`src/rtl/traffic_input_conditioner.sv`:
```
// Synchronises/debounces walk button and vehicle sensor, makes the 1 s tick, holds walk requests.
// Latency: raw edge to debounced level DB_CYCLES+2 clk; no backpressure (walk_ack is the only handshake).
module traffic_input_conditioner #(
  parameter int TICK_DIV         = 100000000,
  parameter int DB_CYCLES        = 1000000,
  parameter int SENSOR_MIN_TICKS = 2,
  parameter int LOCKOUT_TICKS    = 3
) (
  input  logic clk,
  input  logic rst,
  input  logic walk_button_in,
  input  logic sensor_in,
  input  logic walk_ack,
  output logic tick,
  output logic walk_req,
  output logic walk_press,
  output logic sensor_q
);
  localparam int DBW = $clog2(DB_CYCLES + 1);
  localparam int TKW = (TICK_DIV > 1) ? $clog2(TICK_DIV) : 1;
  localparam int SNW = (SENSOR_MIN_TICKS > 0) ? $clog2(SENSOR_MIN_TICKS + 1) : 1;
  localparam int LKW = (LOCKOUT_TICKS > 0) ? $clog2(LOCKOUT_TICKS + 1) : 1;

  typedef enum logic [1:0] {W_IDLE, W_PENDING, W_LOCKOUT} walk_state_e;

  // bit 0 = walk button, bit 1 = vehicle sensor
  logic [1:0]     sync1_q, sync2_q, db_q, db_d;
  logic [DBW-1:0] db_cnt_q [2];
  logic [DBW-1:0] db_cnt_d [2];
  logic [TKW-1:0] tick_cnt_q, tick_cnt_d;
  logic           tick_q, tick_d;
  logic           btn_prev_q, press_q, press_now;
  logic [1:0]     ready_q;
  logic           armed_q, armed_d;
  logic [SNW-1:0] sen_cnt_q, sen_cnt_d;
  logic           sen_qual_q, sen_qual_d;
  walk_state_e    state_q, state_d;
  logic [LKW-1:0] lock_cnt_q, lock_cnt_d;

  always_comb begin
    for (int i = 0; i < 2; i++) begin
      db_d[i]     = db_q[i];
      db_cnt_d[i] = '0;
      if (sync2_q[i] != db_q[i]) begin
        if (db_cnt_q[i] == DBW'(DB_CYCLES - 1)) db_d[i] = ~db_q[i];
        else db_cnt_d[i] = db_cnt_q[i] + 1'b1;
      end
    end
  end

  always_comb begin
    tick_d     = (tick_cnt_q == TKW'(TICK_DIV - 1));
    tick_cnt_d = tick_d ? '0 : tick_cnt_q + 1'b1;
  end

  // A button already held when reset releases must be seen low before it may request.
  assign armed_d   = armed_q | (ready_q[1] & ~sync2_q[0]);
  assign press_now = db_q[0] & ~btn_prev_q & armed_q;

  always_comb begin
    sen_cnt_d = sen_cnt_q;
    if (!db_q[1]) sen_cnt_d = '0;
    else if (tick_q && (sen_cnt_q < SNW'(SENSOR_MIN_TICKS))) sen_cnt_d = sen_cnt_q + 1'b1;
    sen_qual_d = db_q[1] && (sen_cnt_q >= SNW'(SENSOR_MIN_TICKS));
  end

  always_comb begin
    state_d    = state_q;
    lock_cnt_d = lock_cnt_q;
    case (state_q)
      W_IDLE: if (press_now) state_d = W_PENDING;
      W_PENDING: begin
        if (walk_ack) begin
          if (LOCKOUT_TICKS == 0) begin
            state_d = W_IDLE;
          end else begin
            state_d    = W_LOCKOUT;
            lock_cnt_d = LKW'(LOCKOUT_TICKS);
          end
        end
      end
      W_LOCKOUT: begin
        if (tick_q) begin
          lock_cnt_d = lock_cnt_q - 1'b1;
          if (lock_cnt_q == LKW'(1)) state_d = W_IDLE;
        end
      end
      default: state_d = W_IDLE;
    endcase
  end

  always_ff @(posedge clk or posedge rst) begin
    if (rst) begin
      sync1_q     <= '0;
      sync2_q     <= '0;
      db_q        <= '0;
      db_cnt_q[0] <= '0;
      db_cnt_q[1] <= '0;
      tick_cnt_q  <= '0;
      tick_q      <= 1'b0;
      btn_prev_q  <= 1'b0;
      press_q     <= 1'b0;
      ready_q     <= '0;
      armed_q     <= 1'b0;
      sen_cnt_q   <= '0;
      sen_qual_q  <= 1'b0;
      state_q     <= W_IDLE;
      lock_cnt_q  <= '0;
    end else begin
      sync1_q     <= {sensor_in, walk_button_in};
      sync2_q     <= sync1_q;
      db_q        <= db_d;
      db_cnt_q[0] <= db_cnt_d[0];
      db_cnt_q[1] <= db_cnt_d[1];
      tick_cnt_q  <= tick_cnt_d;
      tick_q      <= tick_d;
      btn_prev_q  <= db_q[0];
      press_q     <= press_now;
      ready_q     <= {ready_q[0], 1'b1};
      armed_q     <= armed_d;
      sen_cnt_q   <= sen_cnt_d;
      sen_qual_q  <= sen_qual_d;
      state_q     <= state_d;
      lock_cnt_q  <= lock_cnt_d;
    end
  end

  assign tick       = tick_q;
  assign walk_press = press_q;
  assign sensor_q   = sen_qual_q;
  assign walk_req   = (state_q == W_PENDING);
endmodule

```
`config.mk`:
```
export PLATFORM = sky130hd
export DESIGN_NAME = traffic_input_conditioner
export DESIGN_NICKNAME = d
export VERILOG_FILES = /design/src/rtl/traffic_input_conditioner.sv
export SDC_FILE = /design/constraint.sdc
export NUM_CORES = 1
export LEC_CHECK = 0
export CAP_MARGIN = 5
export CORE_ASPECT_RATIO = 1.2
export CORE_MARGIN = 2
export CORE_UTILIZATION = 40
export CTS_CLUSTER_SIZE = 40
export DETAILED_ROUTE_END_ITERATION = 10
export GPL_TIMING_DRIVEN = 0
export HOLD_SLACK_MARGIN = 0.12
export PLACE_DENSITY = 0.61
export SYNTH_ARGS = -nofsm -noshare
export SYNTH_HDL_FRONTEND = slang
export SYNTH_SLANG_ARGS = --single-unit
export TNS_END_PERCENT = 20
```
`constraint.sdc`:
```
create_clock -name clk -period 5.4 [get_ports clk]
set_input_delay 1.08 -clock clk [delete_from_list [all_inputs] [get_ports clk]]
set_output_delay 1.08 -clock clk [all_outputs]
set_load 0.005 [all_outputs]
```
==> impl_metrics.py <==
metrics = {
    "detailed_routing": {
        "via_count": 3054,
        "drtPass1Iterations": 4,
        "drc_errors": 0,
        "viasPerCell": 5.42,
        "first_iter_violations": 121,
        "postRouteWirelength_um": 7600,
        "antenna_left": 0,
        "wire_per_inst_um": 13.5,
    },
    "yosys": {
        "synth.avg_cell_area_um2": 9.91,
        "async_reset_ff_frac": 1.00,
        "seq_area_frac_synth": 0.527,
        "synthesis.instances": 412,
        "synth_warnings": 0,
        "synth-edff-count": 0,
        "syn_nets": 422,
        "syn-cell-area_um2": 4080,
        "synthFlopType": "dfrtp_1",
        "ys_ff_latch": 86,
        "synth.distinct_cells": 40,
    },
    "clocking": {
        "clk_latency_ps": 330,
        "root_buffer": "clkbuf_16",
        "hold_buffers": 0,
        "cts_buffer_depth": 2,
        "cts_tree": "done",
        "path_clk_slew_ps": 60,
        "cts_resized": 0,
        "numClockSinks": 86,
        "cts_buffers": 9,
        "post_cts_buffers": 0,
        "htreeDepth": 3,
    },
    "timing": {
        "setup_viol": 0,
        "rsz0062_at_grt": "no",
        "worstMarginPinSlew_ps": 614,
        "worst_slack_ps": 2870,
        "finClkSkew_ps": 5.13,
        "slew_viol_final": 0,
        "min_period_ps": 2530,
        "setup_tns_ps": 0,
        "period_share": 0.469,
        "slew-limit-headroom": 0.589,
        "finalHoldViolations": 0,
        "fmax_mhz": 395,
    },
    "critical_path": {
        "path_cells": "nor2b_1 > clkdlybuf4s50_1",
        "criticalPathCategory": "flop to output port",
        "crit_fanout": 8,
        "crit_path_end_kind": "output port",
        "critical_path_required_ps": 4320,
        "path_delay_family": "buffers and inverters",
        "cp_num_buf_inv": 1,
        "cp-start-kind": "flop",
        "max_stage_delay_ps": 500,
        "cp.arrival_ps": 1450,
        "slowest_stage": "clkdlybuf4s50_1",
    },
    "die": {
        "start_util": 0.410,
        "coreArea_um2": 9960,
        "die_y_um": 115,
        "boundaryPins": 9,
        "dieArea_um2": 11000,
        "die_w_um": 96.2,
        "num_rows": 40,
    },
    "pwr": {
        "power_density_nw_per_um2": 281,
        "vdd_drop_max_uv": 133,
        "pwr-share-clk": 0.475,
        "leakage_nw": 1.89,
        "p_sw_mw": 0.266,
        "pwr-share-comb": 0.024,
        "p_sw_frac": 0.203,
        "intPower_mw": 1.04,
        "p_seq_frac": 0.501,
    },
    "placement": {
        "placed_cells": 547,
        "placed_cell_area_um2": 4350,
        "pre_cts_ws_ps": 3220,
        "io_buffers": 8,
        "gp_congestion": 0.820,
        "hpwl_um": 5250,
    },
    "finish": {
        "antennaDiodeCount": 0,
        "postLayoutCellArea_um2": 4650,
        "layout-drive-gt1-share": 0.0481,
        "area_growth_pct": 14.0,
        "nNetsFinal": 442,
        "layout.cells.non_filler": 563,
    },
    "global_routing": {
        "grt_use_total": 0.158,
        "first_global_vias": 2987,
        "grt_pass1_wl_um": 13700,
        "grt_max_degree": 49,
        "antenna_found_initial": 0,
        "overflow": 0,
    },
    "flow_run": {
        "maxCapViolCount": 0,
    },
    "hold_path": {
        "holdCritPathClass": "flop to flop",
    },
    "outcome": {
        "status": "completed",
    },
}
==> flip-flops by register name (all words and copies together), names as in the netlist <==
register    count
armed_q         1
btn_prev_q      1
db_cnt_q       40
db_q            2
lock_cnt_q      2
ready_q         2
sen_cnt_q       2
sensor_q        1
state_q         2
sync1_q         2
sync2_q         2
tick            1
tick_cnt_q     27
walk_press      1
==> power groups by stage <==
stage	registers [mW]	logic, mW	clock network, mW
2_1_floorplan	0.667	0.0203	0
3_3_place_gp	0.668	0.0299	0
3_5_place_dp	0.668	0.0332	0
4_1_cts	0.656	0.0333	0.641
5_1_grt	0.657	0.0377	0.675
6_report	0.656	0.0316	0.621
==> through the flow <==
stage / power, mW / utilization / hold WS, ps
finish: 1.31 / 0.467 / 347
global route: 1.37 / 0.467 / 353
CTS: 1.33 / 0.467 / 349
detailed placement: 0.701 / 0.437 / 335
global placement: 0.698 / 0.434 / 333
floorplan: 0.687 / - / 331
==> worst paths after layout <==
kind	start	endpoint	slack, ps	depth (start not counted)
worst max-delay path	state_q[0]	walk_req	2870	2
worst min-delay path	ready_q[0]	ready_q[1]	350	0
worst max register to register	db_cnt_q[20]	db_cnt_q[38]	3220	6
worst min register to register	ready_q[0]	ready_q[1]	350	0
max in group asynchronous	rst	tick_cnt_q[22]	3660	3
min in group asynchronous	rst	walk_press	1140	2
==> cell type report <==
class | instances | area, um^2
tap | 126 | 158
multi-input combinational | 304 | 1850
sequential | 86 | 2150
inverter | 13 | 51.3
timing repair buffer | 9 | 108
buffer | 9 | 35.0
clock inverter | 3 | 42.5
fill | 938 | 5310
clock buffer | 13 | 260
==> cells in the mapped netlist, types with 3 or more instances <==
master	number	area (um^2)
or3_1	11	68.8
or4_1	10	75.1
nor2b_1	4	25.0
nand3_1	30	150
and2_1	4	25.0
o21ai_0	18	90.1
dfrtp_1	86	2150
mux2i_1	3	30.0
ha_1	5	62.6
nor4_1	7	43.8
nand2_1	39	146
xnor2_1	19	166
nor2_1	36	135
and3_1	7	43.8
inv_1	13	48.8
clkbuf_1	8	30.0
nor4b_1	3	26.3
and4_1	8	70.1
xor2_1	20	175
a21oi_1	22	110
o31ai_1	10	75.1
nand4_1	10	62.6
nor3_1	17	85.1
==> cells by family (layout without fill, tap and decap cells) <==
logic type,after synthesis,in the layout,synth area share
mux,5,5,0.0129
xor+xnor,39,39,0.0836
buf+inv,22,47,0.0205
flops,86,86,0.527
fa+ha+maj,5,5,0.0153
other cells,1,1,0.000918
compound gates,60,60,0.0861
simple gates,194,194,0.254
==> cells in the final DEF (no fill, tap or decap), drive strengths merged, types with 2 or more instances in the layout <==
master,count
o211ai,2
or4,10
nor4,7
nor4b,3
nand4b,2
o31ai,10
mux2i,3
o21ai,18
mux2,2
ha,5
nor2,36
o31a,2
xnor2,19
inv,13
dfrtp,86
a21oi,22
clkdlybuf4s50,8
xor2,20
or3,11
o21a,2
nor2b,4
nand4,11
and4,8
and2,4
and3,7
clkbuf,21
nand2,39
buf,2
nor3,18
nand3,30
==> routing by layer <==
layer	part of all wire	global-route usage	vias up	routed length (um)
li1	-	-	1517	-
met1	0.47	0.210	1493	3590
met2	0.49	0.249	34	3700
met3	0.027	0.0402	10	202
met4	0.014	0.0562	0	104
met5	0	0	-	0
Note: power is estimated with default switching activity, not from simulation.
